==> src/rtl/gmii_tx_mac_pkg.sv <==
// Shared types and constants for the GMII transmit MAC.
// No logic; pure declarations plus the byte-wise CRC-32 step function.
// Consumers: gmii_tx_mac_if, gmii_tx_mac, gmii_tx_mac_crc32.
package gmii_tx_mac_pkg;

  localparam int DATA_WIDTH    = 8;
  localparam int MIN_FRAME_LEN = 60;   // bytes before FCS; pad target when FCS is generated

  localparam logic [7:0]  PREAMBLE_BYTE = 8'h55;
  localparam logic [7:0]  SFD_BYTE      = 8'hD5;
  localparam logic [31:0] CRC32_POLY    = 32'hEDB88320;  // reflected form
  localparam logic [31:0] CRC32_INIT    = 32'hFFFFFFFF;

  typedef enum logic [3:0] {
    ST_IDLE,
    ST_PREAMBLE,
    ST_SFD,
    ST_DATA,
    ST_PAD,
    ST_FCS,
    ST_ABORT,
    ST_DRAIN,
    ST_IFG
  } tx_state_t;

  // One byte through the reflected CRC-32 register, LSB of the byte first.
  function automatic logic [31:0] crc32_byte(input logic [31:0] crc, input logic [7:0] d);
    logic [31:0] c;
    c = crc ^ {24'h0, d};
    for (int i = 0; i < 8; i++) begin
      c = c[0] ? ((c >> 1) ^ CRC32_POLY) : (c >> 1);
    end
    return c;
  endfunction

endpackage

==> src/rtl/gmii_tx_mac_if.sv <==
// Byte-stream handshake from the port egress buffer into the TX MAC.
// master: egress buffer (drives data/valid/last, sees ready).
// slave : MAC (sees data/valid/last, drives ready). Transfer on valid & ready.
interface gmii_tx_mac_if;
  import gmii_tx_mac_pkg::*;

  logic [DATA_WIDTH-1:0] tx_data;
  logic                  tx_valid;
  logic                  tx_last;
  logic                  tx_ready;

  modport master (output tx_data, output tx_valid, output tx_last, input tx_ready);
  modport slave  (input tx_data, input tx_valid, input tx_last, output tx_ready);

endinterface

==> src/rtl/gmii_tx_mac_crc32.sv <==
// Byte-wise CRC-32 accumulator (reflected, init all-ones); caller inverts for FCS.
// Latency: crc_o reflects a byte one cycle after en_i; clr_i has priority over en_i.
// Backpressure: none, consumes one byte per enabled cycle.
// Ports: clk_i, rst_n (async active-low), clr_i, en_i, data_i[7:0], crc_o[31:0].
module gmii_tx_mac_crc32
  import gmii_tx_mac_pkg::*;
(
  input  logic        clk_i,
  input  logic        rst_n,
  input  logic        clr_i,
  input  logic        en_i,
  input  logic [7:0]  data_i,
  output logic [31:0] crc_o
);

  logic [31:0] crc_q;

  always_ff @(posedge clk_i or negedge rst_n) begin
    if (!rst_n) begin
      crc_q <= CRC32_INIT;
    end else if (clr_i) begin
      crc_q <= CRC32_INIT;
    end else if (en_i) begin
      crc_q <= crc32_byte(crc_q, data_i);
    end
  end

  assign crc_o = crc_q;

endmodule

==> src/rtl/gmii_tx_mac.sv <==
// Per-port GMII TX MAC: preamble, SFD, frame bytes, [pad + FCS], then inter-frame gap.
// Latency: valid in IDLE at t -> 0x55 on wire t+1..t+7, SFD t+8; byte accepted at n is on the wire at n+1.
// Backpressure: ready only in SFD/DATA/DRAIN; an empty cycle mid-frame aborts with one TX_ER cycle.
// Ports: gmii_tx_clk_i, gmii_tx_rst_n (async active-low), tx_if (slave byte stream),
//        gmii_tx_data_o/en_o/er_o (registered GMII), tx_busy_o, tx_frame_done_o, tx_underrun_o.
// Build option: define TX_FCS_EN to pad runts to MIN_FRAME_LEN and append CRC-32; otherwise
//        the stream is assumed to carry its own FCS and is sent unmodified.
module gmii_tx_mac
  import gmii_tx_mac_pkg::*;
#(
  parameter int PREAMBLE_LEN = 7,
  parameter int IFG_LEN      = 12
) (
  input  logic                  gmii_tx_clk_i,
  input  logic                  gmii_tx_rst_n,
  gmii_tx_mac_if.slave          tx_if,
  output logic [DATA_WIDTH-1:0] gmii_tx_data_o,
  output logic                  gmii_tx_en_o,
  output logic                  gmii_tx_er_o,
  output logic                  tx_busy_o,
  output logic                  tx_frame_done_o,
  output logic                  tx_underrun_o
);

  localparam int CW = 8;

  tx_state_t             state_q, state_d;
  logic [CW-1:0]         cnt_q, cnt_d;      // preamble / FCS byte / IFG position
  logic                  abort_q, abort_d;  // current frame was cut by an underrun
  logic [DATA_WIDTH-1:0] txd_q, txd_d;
  logic                  txen_q, txen_d;
  logic                  txer_q, txer_d;
  logic                  busy_q, busy_d;
  logic                  done_q, done_d;
  logic                  unr_q, unr_d;
  logic                  ready;

`ifdef TX_FCS_EN
  // Frame byte count is only consumed by the pad decision, so it exists only with FCS generation.
  logic [10:0] bcnt_q, bcnt_d, bcnt_inc;
  logic        crc_clr, crc_en;
  logic [7:0]  crc_din;
  logic [31:0] crc, fcs;

  assign bcnt_inc = (bcnt_q == 11'h7FF) ? bcnt_q : bcnt_q + 11'd1;
  assign fcs      = ~crc;

  gmii_tx_mac_crc32 u_crc (
    .clk_i  (gmii_tx_clk_i),
    .rst_n  (gmii_tx_rst_n),
    .clr_i  (crc_clr),
    .en_i   (crc_en),
    .data_i (crc_din),
    .crc_o  (crc)
  );
`endif

  // The comb block decides what goes on the wire next cycle; the output flops hold it.
  always_comb begin
    state_d = state_q;
    cnt_d   = cnt_q;
    abort_d = abort_q;
    txd_d   = '0;
    txen_d  = 1'b0;
    txer_d  = 1'b0;
    done_d  = 1'b0;
    unr_d   = 1'b0;
    ready   = 1'b0;
`ifdef TX_FCS_EN
    bcnt_d  = bcnt_q;
    crc_clr = 1'b0;
    crc_en  = 1'b0;
    crc_din = tx_if.tx_data;
`endif
    case (state_q)
      ST_IDLE: begin
        if (tx_if.tx_valid) begin
          state_d = ST_PREAMBLE;
          cnt_d   = '0;
          abort_d = 1'b0;
          txen_d  = 1'b1;
          txd_d   = PREAMBLE_BYTE;
`ifdef TX_FCS_EN
          bcnt_d  = '0;
          crc_clr = 1'b1;
`endif
        end
      end
      ST_PREAMBLE: begin
        txen_d = 1'b1;
        if (cnt_q == CW'(PREAMBLE_LEN - 1)) begin
          state_d = ST_SFD;
          txd_d   = SFD_BYTE;
        end else begin
          cnt_d = cnt_q + CW'(1);
          txd_d = PREAMBLE_BYTE;
        end
      end
      // Ready already while SFD is on the wire so the first byte follows SFD with no gap.
      ST_SFD, ST_DATA: begin
        ready = 1'b1;
        if (tx_if.tx_valid) begin
          txen_d  = 1'b1;
          txd_d   = tx_if.tx_data;
          state_d = ST_DATA;
`ifdef TX_FCS_EN
          crc_en  = 1'b1;
          bcnt_d  = bcnt_inc;
`endif
          if (tx_if.tx_last) begin
            cnt_d = '0;
`ifdef TX_FCS_EN
            state_d = (bcnt_inc < 11'(MIN_FRAME_LEN)) ? ST_PAD : ST_FCS;
`else
            state_d = ST_IFG;
`endif
          end
        end else begin
          // Wire cannot stall: poison the frame with one error cycle.
          state_d = ST_ABORT;
          txen_d  = 1'b1;
          txer_d  = 1'b1;
          unr_d   = 1'b1;
          abort_d = 1'b1;
        end
      end
`ifdef TX_FCS_EN
      ST_PAD: begin
        txen_d  = 1'b1;
        crc_en  = 1'b1;
        crc_din = '0;
        bcnt_d  = bcnt_inc;
        if (bcnt_inc >= 11'(MIN_FRAME_LEN)) begin
          state_d = ST_FCS;
        end
      end
      ST_FCS: begin
        txen_d = 1'b1;
        case (cnt_q[1:0])
          2'd0:    txd_d = fcs[7:0];
          2'd1:    txd_d = fcs[15:8];
          2'd2:    txd_d = fcs[23:16];
          default: txd_d = fcs[31:24];
        endcase
        if (cnt_q[1:0] == 2'd3) begin
          state_d = ST_IFG;
          cnt_d   = '0;
        end else begin
          cnt_d = cnt_q + CW'(1);
        end
      end
`endif
      ST_ABORT: begin
        state_d = ST_DRAIN;
      end
      ST_DRAIN: begin
        ready = 1'b1;
        if (tx_if.tx_valid && tx_if.tx_last) begin
          state_d = ST_IFG;
          cnt_d   = '0;
        end
      end
      // First IFG state cycle still shows the final frame byte; the registered done pulse
      // therefore lands on the first en=0 cycle.
      ST_IFG: begin
        done_d = (cnt_q == '0) && !abort_q;
        if (cnt_q == CW'(IFG_LEN - 1)) begin
          state_d = ST_IDLE;
        end else begin
          cnt_d = cnt_q + CW'(1);
        end
      end
      default: begin
        state_d = ST_IDLE;
      end
    endcase
    // Covers the final IFG cycle, which is already IDLE in state terms.
    busy_d = (state_d != ST_IDLE) || (state_q != ST_IDLE);
  end

  always_ff @(posedge gmii_tx_clk_i or negedge gmii_tx_rst_n) begin
    if (!gmii_tx_rst_n) begin
      state_q <= ST_IDLE;
      cnt_q   <= '0;
      abort_q <= 1'b0;
      txd_q   <= '0;
      txen_q  <= 1'b0;
      txer_q  <= 1'b0;
      busy_q  <= 1'b0;
      done_q  <= 1'b0;
      unr_q   <= 1'b0;
`ifdef TX_FCS_EN
      bcnt_q  <= '0;
`endif
    end else begin
      state_q <= state_d;
      cnt_q   <= cnt_d;
      abort_q <= abort_d;
      txd_q   <= txd_d;
      txen_q  <= txen_d;
      txer_q  <= txer_d;
      busy_q  <= busy_d;
      done_q  <= done_d;
      unr_q   <= unr_d;
`ifdef TX_FCS_EN
      bcnt_q  <= bcnt_d;
`endif
    end
  end

  assign tx_if.tx_ready  = ready;
  assign gmii_tx_data_o  = txd_q;
  assign gmii_tx_en_o    = txen_q;
  assign gmii_tx_er_o    = txer_q;
  assign tx_busy_o       = busy_q;
  assign tx_frame_done_o = done_q;
  assign tx_underrun_o   = unr_q;

endmodule

==> src/flat_wrapper.sv <==
// flat-port wrapper written by rule: the top's interface ports become plain ports
module gmii_tx_mac_flat import gmii_tx_mac_pkg::*;
#(
  parameter int PREAMBLE_LEN = 7,
  parameter int IFG_LEN      = 12
)
  (gmii_tx_clk_i, gmii_tx_rst_n, gmii_tx_data_o, gmii_tx_en_o, gmii_tx_er_o, tx_busy_o, tx_frame_done_o, tx_underrun_o, tx_if_tx_data, tx_if_tx_valid, tx_if_tx_last, tx_if_tx_ready);
  gmii_tx_mac_if tx_if_i ();
  input  logic gmii_tx_clk_i;
  input  logic gmii_tx_rst_n;
  output logic [DATA_WIDTH-1:0] gmii_tx_data_o;
  output logic gmii_tx_en_o;
  output logic gmii_tx_er_o;
  output logic tx_busy_o;
  output logic tx_frame_done_o;
  output logic tx_underrun_o;
  input wire logic [$bits(tx_if_i.tx_data)-1:0] tx_if_tx_data;
  input wire logic [$bits(tx_if_i.tx_valid)-1:0] tx_if_tx_valid;
  input wire logic [$bits(tx_if_i.tx_last)-1:0] tx_if_tx_last;
  output wire logic [$bits(tx_if_i.tx_ready)-1:0] tx_if_tx_ready;
  assign tx_if_i.tx_data = tx_if_tx_data;
  assign tx_if_i.tx_valid = tx_if_tx_valid;
  assign tx_if_i.tx_last = tx_if_tx_last;
  assign tx_if_tx_ready = tx_if_i.tx_ready;
  gmii_tx_mac #(.PREAMBLE_LEN(PREAMBLE_LEN), .IFG_LEN(IFG_LEN)) u_core (.gmii_tx_clk_i(gmii_tx_clk_i), .gmii_tx_rst_n(gmii_tx_rst_n), .tx_if(tx_if_i), .gmii_tx_data_o(gmii_tx_data_o), .gmii_tx_en_o(gmii_tx_en_o), .gmii_tx_er_o(gmii_tx_er_o), .tx_busy_o(tx_busy_o), .tx_frame_done_o(tx_frame_done_o), .tx_underrun_o(tx_underrun_o));
endmodule
==> config.mk <==
export PLATFORM = sky130hd
export DESIGN_NAME = gmii_tx_mac_flat
export DESIGN_NICKNAME = d
export VERILOG_FILES = /design/src/rtl/gmii_tx_mac_pkg.sv /design/src/rtl/gmii_tx_mac_if.sv /design/src/rtl/gmii_tx_mac_crc32.sv /design/src/rtl/gmii_tx_mac.sv /design/src/flat_wrapper.sv
export SDC_FILE = /design/constraint.sdc
export NUM_CORES = 1
export LEC_CHECK = 0
export ABC_AREA = 1
export ABC_CLOCK_PERIOD_IN_PS = 1430
export CAP_MARGIN = 20
export CORE_MARGIN = 2
export CORE_UTILIZATION = 50
export CTS_CLUSTER_DIAMETER = 150
export CTS_CLUSTER_SIZE = 12
export DETAILED_ROUTE_END_ITERATION = 16
export PLACE_DENSITY = 0.88
export SLEW_MARGIN = 0
export SYNTH_ARGS = -nofsm -noshare
export SYNTH_HDL_FRONTEND = slang
export SYNTH_SLANG_ARGS = --single-unit
==> constraint.sdc <==
create_clock -name gmii_tx_clk_i -period 1.43 [get_ports gmii_tx_clk_i]
set_input_delay 0.286 -clock gmii_tx_clk_i [delete_from_list [all_inputs] [get_ports gmii_tx_clk_i]]
set_output_delay 0.286 -clock gmii_tx_clk_i [all_outputs]
set_load 0.005 [all_outputs]
== After elaboration in Yosys (flattened, before gate mapping) ==
Index checks and enable logic that the tools add are counted.
W data, S select, Z words.
Operators by class
  eq/ne operators: 15
  bitwise operators: 0
  mux-type cells: 27
  reductions and logical operators: 15
  add/sub/neg operators: 1
  multiply operators: 0
  shift-type cells: 0
  divide/modulo/power cells: 0
  magnitude comparators: 0
Operators with widths (number)
  $mux W8: 8
  $pmux W8 S5: 1
  $mux W4: 6
  $pmux W4 S6: 1
  $pmux W8 S3: 1
  $ne A2 B2 Y1 const B: 6
  $add A8 B1 Y8 const B: 1
  $eq A4 B2 Y1 const B: 2
  $eq A4 B3 Y1 const B: 2
  $eq A8 B3 Y1 const B: 1
  $eq A8 B4 Y1 const B: 1
  $logic_not A8 Y1: 1
  $reduce_bool A4 Y1: 2
  $mux W1: 7
  $mux W7: 1
  $reduce_and A7 Y1: 1
  $reduce_or A3 Y1: 2
  $reduce_bool A5 Y1: 1
  $eq A4 B1 Y1 const B: 1
  $eq A4 B4 Y1 const B: 1
  $logic_not A4 Y1: 1
  $pmux W1 S2: 2
  $reduce_and A3 Y1: 1
  $logic_and A1 B1 Y1: 2
  other kinds (5): 5
Storage, ports and cells
  bits in read-only memories: 0
  latch bits: 0
  bits of input ports: 12
  output and inout port bits: 14
  logic and storage cells: 66
  RAM bits: 0
  register bits: 25
  memories: 0

== Logic depth before layout (Yosys ltp) ==
Gate-level depths: netlist (run 1).
  depth in word-level cells: 5
  mapped depth: 9
  depth with buffers taken out: 9

== Worst setup path after synthesis (run 1) ==
No wires, ideal clock.
  path type: register -> register
  start point: register u_core.cnt_q[0]
  end point: register u_core.cnt_q[2]
  setup slack: 0.121 ns
  clock period less this slack: 1.309 ns
  arrival: 1.189 ns
  setup time: 0.120 ns
  required time: 1.310 ns
  cell stages (with the launch flop): 10
  buffers on the path: 0
  cell sequence: dfrtp_1 -> inv_1 -> ha_1 -> nand3_1 -> nor2_1 -> nand2_4 -> nand2_4 -> nor2_4 -> nand2_1 -> nand2_1
On the way
  cells in the longest elaborated chain, start to end: 3
  elaborated cells on any way between the ends: 9
  those cells by class: 1 x add/sub; 4 x eq/ne; 3 x mux; 1 x reduce/logical
RTL lines
  start: declaration: RTL line gmii_tx_mac.sv:28  | logic [CW-1:0] cnt_q, cnt_d;
  start signal: assignment: RTL line gmii_tx_mac.sv:197  | cnt_q <= cnt_d;
  $add A8 B1 Y8 (tied with other cells): RTL line gmii_tx_mac.sv:95, gmii_tx_mac.sv:170
  $mux W8 (tied with other cells): RTL line gmii_tx_mac.sv:167  | if (cnt_q == CW'(IFG_LEN - 1)) begin
  $pmux W8 S5 / $reduce_and A7 Y1 (equally long branches)
Parallel ways exist; a longest one is shown, timed or not. The select of a mux whose other input is x is not followed.
A chain may end at the register's enable or synchronous reset.

== Worst setup path in the final report (run 1) ==
  start point: register u_core.state_q[2]
  end point: output port tx_if_tx_ready
On the way
  cells in the longest elaborated chain, start to end: 3
  elaborated cells on any way between the ends: 5
  those cells by class: 3 x eq/ne; 1 x mux; 1 x reduce/logical
RTL lines
  start: declaration: RTL line gmii_tx_mac.sv:27  | tx_state_t state_q, state_d;
  start signal: assignment: RTL line gmii_tx_mac.sv:196  | state_q <= state_d;
  $eq A4 B2 Y1 / $eq A4 B3 Y1 (equally long branches): RTL line gmii_tx_mac.sv:75  | case (state_q)
  $reduce_or A3 Y1 (no line) (*)
  $mux W1 (*): RTL line gmii_tx_mac.sv:75
  end: declaration: RTL line flat_wrapper.sv:20  | output wire logic [$bits(tx_if_i.tx_ready)-1:0] tx_if_tx_ready;
Mark *: on every way between the ends. The rest lies on a longest branch, timed or not.

==> results.sh, run 1 <==
export IMPL_status="complete, but fails checks"
export IMPL_violations="negative setup slack"
export IMPL_tightest_slew_ps=326.8
export IMPL_syn_avg_cell_area_sq_um=8.148
export IMPL_min_path_type="primary input to async pin"
export IMPL_drc=0
export IMPL_ir_worst_vdd_mv=1.177
export IMPL_fin_skew_ps=10.41
export IMPL_syn_num_nets=177
export IMPL_cp_cell_sequence="nor2_2, nand2_2, nand2_4, buf_6"
export IMPL_die_y_um=55.38
export IMPL_power_density_mw_per_mm2=1630
export IMPL_cp_arrival_ps=1200
export IMPL_ctsLongestPathBuffers=2
export IMPL_slowest_stage="dfrtp_1"
export IMPL_via_count=1253
export IMPL_cp_start_kind="flip-flop"
export IMPL_nets=227
export IMPL_ys_types=23
export IMPL_period_needed_ps=1487
export IMPL_coreArea_sq_mm=0.002500
export IMPL_dp_hpwl_um=2235
export IMPL_cts_htree_levels=1
export IMPL_drtIter0Drc=15
export IMPL_ios=26
export IMPL_cts_tree="yes"
export IMPL_dieArea_sq_mm=0.003067
export IMPL_vias_per_cell=5.199
export IMPL_syn_area_sq_mm=0.001320
export IMPL_grt_max_degree=26
export IMPL_antenna_found_initial=0
export IMPL_rsz0062_at_grt="yes"
export IMPL_yosysSeqAreaShare_pct=47.39
export IMPL_finalWirelength_um=3322
export IMPL_cap_viol_max_count=0
export IMPL_p_leak_uw=0.0009593
export IMPL_ys_warn_count=0
export IMPL_holdWs_ps=303.6
export IMPL_clock_latency_ps=330
export IMPL_fmax_mhz=672.6
export IMPL_finalHoldViolations=0
export IMPL_clk_pin_slew_ps=140
export IMPL_cts_buffers=3
export IMPL_end_kind="output port"
export IMPL_slew_headroom_pct=78.12
export IMPL_final_common_cell="nand2_1"
export IMPL_core_rowCount=18
export IMPL_io_buffers=25
export IMPL_cp_max_fo=3
export IMPL_grt_pass1_vias=1261
export IMPL_n_antenna_cell=0
export IMPL_cts_root_buffer="clkbuf_4"
export IMPL_postRouteAntennaNets=0
export IMPL_grt_overflow_total=0
export IMPL_dp_slack_ps=-146.0
export IMPL_grt_usage_pct=21.99
export IMPL_syn_inst=162
export IMPL_setup_slack_ps=-56.88
export IMPL_routedWlPerCell_um=13.78
export IMPL_mostFrequentLayoutCells="nand2_1, dfrtp_1, buf_4"
export IMPL_place_gp_congestion=0.8455
export IMPL_critical_path_required_ps=1140
export IMPL_finalSetupViolCount=6
export IMPL_drt_first_pass_iters=4
export IMPL_cts_sinks=25
export IMPL_start_util_pct=52.80
export IMPL_die_w_um=55.38
export IMPL_slowest_delay_ps=440
export IMPL_report_final_slew_viol_count=0
export IMPL_drive_above_1_share_pct=28.44
export IMPL_timing_final_crit_share_pct=104.0
export IMPL_ys_ff_latch=25
export IMPL_area_delta_synth_final_pct=39.43
export IMPL_path_class="flip-flop to output port"
export IMPL_grt_pass1_wl_um=5423
-- where the power goes --
group | switching [uW] | internal [uW]
clock network | 219 | 107
logic | 980 | 700
registers | 107 | 887
total | 1310 | 1690
-- repair_timing --
item / 4_1_cts / 5_1_grt
gates cloned: 1 / 0
hold buffers: 0 / 0
pin swaps: 8 / 12
setup endpoints to repair: 18 / 10
gates resized for setup: 29 / 8
buffers inserted: 5 / 3
endpoints found under the hold margin: 0 / 0
-- Yosys cell counts --
cell       instances  area share [%]
a21oi_1            3             1.1
buf_4              1            0.57
clkbuf_1           1            0.28
dfrtp_1           25              47
ha_1               3             2.8
inv_1             16             4.5
inv_2              4             1.1
nand2_1           42              12
nand2_2            4             1.9
nand2_4            4             3.4
nand3_1           13             4.9
nand4_1            1            0.47
nor2_1            16             4.5
nor2_2             4             1.9
nor2_4             4             3.4
nor3_1             1            0.38
o2111ai_1          1            0.66
o211ai_1           1            0.57
o21ai_0            4             1.5
o21ai_1            8             3.0
or2_2              3             1.4
xnor2_1            1            0.66
xor2_1             2             1.3
-- critical path, delay by kind of cell (launching register included) --
kind	cells	cell delay, ps
buffers and inverters	1	90
DFF	1	440
and+or+nand+nor	3	360
-- final timing paths --
check,startpoint,slack [ps],depth (start not counted),to
hold reg to reg,u_core.abort_q,560,2,u_core.abort_q
setup / recovery,u_core.state_q[2],-60,4,tx_if_tx_ready
setup reg to reg,u_core.state_q[2],-40,9,u_core.cnt_q[2]
hold / removal,gmii_tx_rst_n,300,2,u_core.cnt_q[0]
min in group gmii_tx_clk_i,tx_if_tx_data[1],470,3,u_core.gmii_tx_data_o[1]
max in group asynchronous,gmii_tx_rst_n,880,2,u_core.gmii_tx_data_o[4]
-- cells by family (layout without fill, tap and decap cells) --
group / after synthesis / after routing / share of synthesized area (%)
AO/OA/AOI/OAI: 17 / 17 / 6.920
XOR/XNOR: 3 / 3 / 1.991
adder cells (fa/ha/maj): 3 / 3 / 2.844
buffers and inverters: 22 / 70 / 6.540
flip-flops: 25 / 25 / 47.39
AND/OR/NAND/NOR: 92 / 93 / 34.31
-- through the flow --
| step | utilization (%) | power, uW | TNS (ps) | area (sq um) | std cells |
|---|---|---|---|---|---|
| 2_1_floorplan | - | 1842 | 0 | 1320 | 162 |
| 3_3_place_gp | 68.07 | 2332 | -625.0 | 1702 | 229 |
| 3_5_place_dp | 68.07 | 2414 | -1266 | 1702 | 229 |
| 4_1_cts | 71.77 | 2873 | -61.87 | 1794 | 238 |
| 5_1_grt | 73.62 | 3219 | -816.1 | 1841 | 241 |
| 6_report | 73.62 | 3000 | -159.9 | 1841 | 241 |
-- final cells by class --
cell class              count  area, sq um
multi-input cells         116        664.4
fillers                   192        659.4
flip-flops and latches     25        625.6
repair buffers             46        400.4
inverters                  20        82.58
well taps                  30        37.54
clock buffers               3        22.52
clock inverters             1        7.507
-- registers in the layout (all words and copies together) (netlist names) --
signal,count
u_core.cnt_q,8
u_core.gmii_tx_data_o,8
u_core.state_q,4
u_core.abort_q,1
u_core.gmii_tx_en_o,1
u_core.tx_busy_o,1
u_core.tx_frame_done_o,1
u_core.tx_underrun_o,1
-- per-layer routing --
layer  vias up  wire, um  global-route usage, %
met5         -         0                      0
met4         0        78                  8.014
met3         8       152                  3.279
met2        43      1741                  39.46
met1       597      1349                  26.48
li1        605         -                      -
Power figures use the tool's default switching activity.
==> inputs of run 2 (changes only) <==
--- a/config.mk
+++ b/config.mk
@@ -7,5 +7,4 @@
 export LEC_CHECK = 0
 export ABC_AREA = 1
-export ABC_CLOCK_PERIOD_IN_PS = 1430
 export CAP_MARGIN = 20
 export CORE_MARGIN = 2
@@ -15,4 +14,5 @@
 export DETAILED_ROUTE_END_ITERATION = 16
 export PLACE_DENSITY = 0.88
+export SETUP_SLACK_MARGIN = 0.1
 export SLEW_MARGIN = 0
 export SYNTH_ARGS = -nofsm -noshare
==> constraint.sdc (replaced) <==
create_clock -name gmii_tx_clk_i -period 1.43 [get_ports gmii_tx_clk_i]
set_input_delay 0.286 -clock gmii_tx_clk_i [delete_from_list [all_inputs] [get_ports gmii_tx_clk_i]]
set_output_delay 0.286 -clock gmii_tx_clk_i [all_outputs]
set_load 0.01 [all_outputs]
==> results.sh, run 2 (synthesis results as in run 1) <==
export IMPL_dp_hpwl_um=2256
export IMPL_area_delta_synth_final_pct=42.56
export IMPL_drc=0
export IMPL_status="complete, but fails checks"
export IMPL_place_gp_congestion=0.8520
export IMPL_finalHoldViolations=0
export IMPL_grt_pass1_vias=1254
export IMPL_nets=227
export IMPL_coreArea_sq_mm=0.002500
export IMPL_report_final_slew_viol_count=0
export IMPL_violations="negative setup slack"
export IMPL_final_common_cell="nand2_1"
export IMPL_drtIter0Drc=30
export IMPL_finalWirelength_um=3240
export IMPL_grt_pass1_wl_um=5333
export IMPL_die_y_um=55.38
export IMPL_n_antenna_cell=0
export IMPL_slew_headroom_pct=78.34
export IMPL_cts_tree="yes"
export IMPL_cts_buffers=3
export IMPL_cp_arrival_ps=1190
export IMPL_fmax_mhz=676.4
export IMPL_min_path_type="primary input to async pin"
export IMPL_fin_skew_ps=3.373
export IMPL_p_total_uw=3095
export IMPL_start_util_pct=52.80
export IMPL_vias_per_cell=5.224
export IMPL_cp_start_kind="flip-flop"
export IMPL_cts_sinks=25
export IMPL_routedWlPerCell_um=13.44
export IMPL_die_w_um=55.38
export IMPL_power_density_mw_per_mm2=1645
export IMPL_grt_usage_pct=21.59
export IMPL_clk_pin_slew_ps=140
export IMPL_p_leak_uw=0.0009493
export IMPL_ios=26
export IMPL_dieArea_sq_mm=0.003067
export IMPL_clock_latency_ps=330
export IMPL_cts_root_buffer="clkbuf_4"
export IMPL_critical_path_required_ps=1140
export IMPL_tightest_slew_ps=325.0
export IMPL_drive_above_1_share_pct=32.70
export IMPL_period_needed_ps=1478
export IMPL_drt_first_pass_iters=4
export IMPL_postRouteAntennaNets=0
export IMPL_core_rowCount=18
export IMPL_rsz0062_at_grt="yes"
export IMPL_timing_final_crit_share_pct=103.4
export IMPL_grt_max_degree=26
export IMPL_nFillCells=162
export IMPL_finalSetupViolCount=7
export IMPL_setup_slack_ps=-48.32
export IMPL_holdWs_ps=296.3
export IMPL_io_buffers=25
export IMPL_path_class="flip-flop to output port"
export IMPL_grt_overflow_total=0
export IMPL_mostFrequentLayoutCells="nand2_1, dfrtp_1, buf_4"
export IMPL_cp_max_fo=3
export IMPL_antenna_found_initial=0
export IMPL_cap_viol_max_count=0
export IMPL_ctsLongestPathBuffers=2
export IMPL_end_kind="output port"
export IMPL_ir_worst_vdd_mv=1.384
export IMPL_cts_htree_levels=1
export IMPL_via_count=1259
-- run 2: changes by cell type in the layout (fill, tap and decap cells not counted), sizes merged --
cell and change:
clkdlybuf4s15 +8, dlygate4sd2 -8, buf -1, clkdlybuf4s50 -1, dlymetal6s2s +1, nand2 +1
-- run 2: final cells by class --
class                      instances  area (sq um)  share of cell area (%)
sequential                        25         628.1                   33.38
inverter                          20         80.08                   4.255
multi-input combinational        117         696.9                   37.03
timing repair buffer              45         409.1                   21.74
clock buffer                       3         22.52                   1.197
clock inverter                     1         7.507                  0.3989
tap                               30         37.54                   1.995
-- run 2: metrics by stage --
step	cells	area, sq um	setup slack, ps	setup TNS [ps]	util (%)
3_5_place_dp	232	1724	-134.8	-1405	68.97
6_report	241	1882	-48.32	-204.2	75.28
5_1_grt	241	1882	-132.7	-1047	75.28
2_1_floorplan	162	1320	120.6	0	-
3_3_place_gp	232	1724	-96.77	-667.8	68.97
4_1_cts	238	1787	-54.69	-68.26	71.47
-- run 2: path summary, 6_finish.rpt --
path	slack, ps	from	to	cells past startpoint
max	-50	u_core.state_q[2]	tx_if_tx_ready	4
min	300	gmii_tx_rst_n	u_core.tx_busy_o	2
max reg2reg	-40	u_core.state_q[0]	u_core.cnt_q[1]	10
min reg2reg	540	u_core.abort_q	u_core.abort_q	2
max in group asynchronous	870	gmii_tx_rst_n	u_core.cnt_q[1]	2
min in group gmii_tx_clk_i	340	tx_if_tx_valid	u_core.tx_busy_o	3
-- run 2: worst max-delay path, cell delays in order, from the launching register on --
cell,delay (ps)
dfrtp_1,440
nor2_2,160
nand2_2,100
nand2_4,70
buf_6,90
-- run 2: power breakdown --
part	total [uW]	switching, uW	leakage, uW	internal, uW
clock	334	227	0.0000139	107
combinational	1760	1010	0.000618	747
sequential	1000	112	0.000317	891
-- run 2: repair_timing --
item                                    CTS  global route
resized for setup                        25            31
pin swaps                                 8            16
endpoints found under the setup margin   22            24
hold buffers                              0             0
setup buffers                             2             2
cloned                                    1             1
-- run 2: per-layer routing --
| metal | track usage [%] | vias up | wire length, um |
|---|---|---|---|
| met2 | 42.01 | 41 | 1797 |
| li1 | - | 606 | - |
| met4 | 3.484 | 0 | 22 |
| met1 | 22.69 | 608 | 1246 |
| met3 | 6.792 | 4 | 174 |
| met5 | 0 | - | 0 |
==> inputs of run 3 (changes only) <==
Settings changed: CORE_UTILIZATION 50 to 40, PLACE_DENSITY 0.88 to 0.74.
==> results.sh, run 3 (synthesis results as in run 1) <==
export IMPL_cap_viol_max_count=0
export IMPL_die_y_um=61.45
export IMPL_fmax_mhz=685.2
export IMPL_grt_overflow_total=0
export IMPL_cts_buffers=3
export IMPL_grt_pass1_wl_um=4919
export IMPL_dp_hpwl_um=2202
export IMPL_dieArea_sq_mm=0.003775
export IMPL_cts_tree="yes"
export IMPL_routedWlPerCell_um=12.10
export IMPL_mostFrequentLayoutCells="nand2_1, dfrtp_1, buf_4"
export IMPL_report_final_slew_viol_count=0
export IMPL_p_leak_uw=0.0009551
export IMPL_critical_path_required_ps=1140
export IMPL_ios=26
export IMPL_final_common_cell="nand2_1"
export IMPL_fin_skew_ps=5.081
export IMPL_drtIter0Drc=49
export IMPL_ctsLongestPathBuffers=2
export IMPL_rsz0062_at_grt="yes"
export IMPL_tightest_slew_ps=329.7
export IMPL_cp_arrival_ps=1170
export IMPL_rrSetupSlack_ps=-10
export IMPL_start_util_pct=42.54
export IMPL_io_buffers=25
export IMPL_period_needed_ps=1460
export IMPL_finalWirelength_um=3085
export IMPL_finalHoldViolations=0
export IMPL_p_total_uw=3014
export IMPL_die_w_um=61.45
export IMPL_place_gp_congestion=0.8525
export IMPL_violations="negative setup slack"
export IMPL_ir_worst_vdd_mv=0.7468
export IMPL_n_antenna_cell=0
export IMPL_end_kind="output port"
export IMPL_drt_first_pass_iters=4
export IMPL_postRouteAntennaNets=0
export IMPL_coreArea_sq_mm=0.003103
export IMPL_nets=227
export IMPL_grt_usage_pct=17.56
export IMPL_cp_max_fo=3
export IMPL_power_density_mw_per_mm2=1585
export IMPL_cts_htree_levels=1
export IMPL_final_area_sq_mm=0.001902
export IMPL_area_delta_synth_final_pct=44.08
export IMPL_drive_above_1_share_pct=32.23
export IMPL_grt_pass1_vias=1177
export IMPL_status="complete, but fails checks"
export IMPL_vias_per_cell=4.816
export IMPL_min_path_type="primary input to async pin"
export IMPL_cp_start_kind="flip-flop"
export IMPL_dpl_cell_area_sq_mm=0.001734
export IMPL_setup_slack_ps=-29.53
export IMPL_core_rowCount=20
export IMPL_cts_sinks=25
export IMPL_finalSetupViolCount=4
export IMPL_slew_headroom_pct=78.02
export IMPL_grt_max_degree=26
export IMPL_cts_root_buffer="clkbuf_4"
export IMPL_via_count=1228
export IMPL_path_class="flip-flop to output port"
export IMPL_timing_final_crit_share_pct=102.1
export IMPL_clock_latency_ps=320
export IMPL_nFillCells=287
export IMPL_clk_pin_slew_ps=140
export IMPL_drc=0
export IMPL_antenna_found_initial=0
[run 3: final cells by class]
| class | instances | area, sq um | area share [%] |
|---|---|---|---|
| Clock buffer | 3 | 22.52 | 1.184 |
| Clock inverter | 1 | 5.005 | 0.2632 |
| Inverter | 20 | 82.58 | 4.342 |
| Multi-Input combinational cell | 116 | 701.9 | 36.91 |
| Sequential cell | 25 | 625.6 | 32.89 |
| Tap cell | 44 | 55.05 | 2.895 |
| Timing Repair Buffer | 46 | 409.1 | 21.51 |
[run 3: path summary, 6_finish.rpt]
path / from / end / depth (start not counted)
setup / recovery: u_core.state_q[2] / tx_if_tx_ready / 5
hold / removal: gmii_tx_rst_n / u_core.state_q[0] / 2
setup reg to reg: u_core.state_q[2] / u_core.cnt_q[0] / 9
hold reg to reg: u_core.abort_q / u_core.abort_q / 2
max in group asynchronous: gmii_tx_rst_n / u_core.cnt_q[2] / 2
min in group gmii_tx_clk_i: tx_if_tx_data[1] / u_core.gmii_tx_data_o[1] / 3
[run 3: stage by stage]
stage	cells	utilization (%)	hold slack, ps	setup WS (ps)	TNS (ps)
detailed placement	245	55.89	519.9	-113.0	-981.0
global route	255	61.29	314.8	-129.4	-518.8
global placement	245	55.89	511.6	-100.2	-617.9
CTS	253	58.35	325.7	-34.00	-85.60
floorplan	162	-	-9.591	120.6	0
finish	255	61.29	319.3	-29.53	-51.68
[run 3: per-layer routing]
layer | up-vias | share of wire, % | GRT usage, %
met1 | 579 | 39 | 20.08
met3 | 2 | 6.5 | 2.941
met5 | - | 0 | 0
met2 | 40 | 54 | 33.59
met4 | 0 | 0.55 | 4.559
li1 | 607 | - | -
[run 3: report_power, final]
part           leakage [uW]  switching, uW  total [uW]  internal [uW]
combinational      0.000617            969        1680            715
clock             0.0000177            217         322            105
sequential         0.000320            121        1010            887
total              0.000955           1310        3010           1710
[run 3: critical path, stage by stage (launching register included)]
cell     delay (ps)
dfrtp_1         410
inv_1            80
nor2_2          120
nand2_2          80
nand2_4          70
buf_6            90
[run 3: timing repair]
| action | in CTS | in global routing |
|---|---|---|
| pin swaps | 12 | 10 |
| setup endpoints to repair | 23 | 22 |
| hold buffers | 0 | 0 |
| buffers inserted | 4 | 2 |
| gates resized for setup | 25 | 28 |
| gates cloned | 1 | 0 |
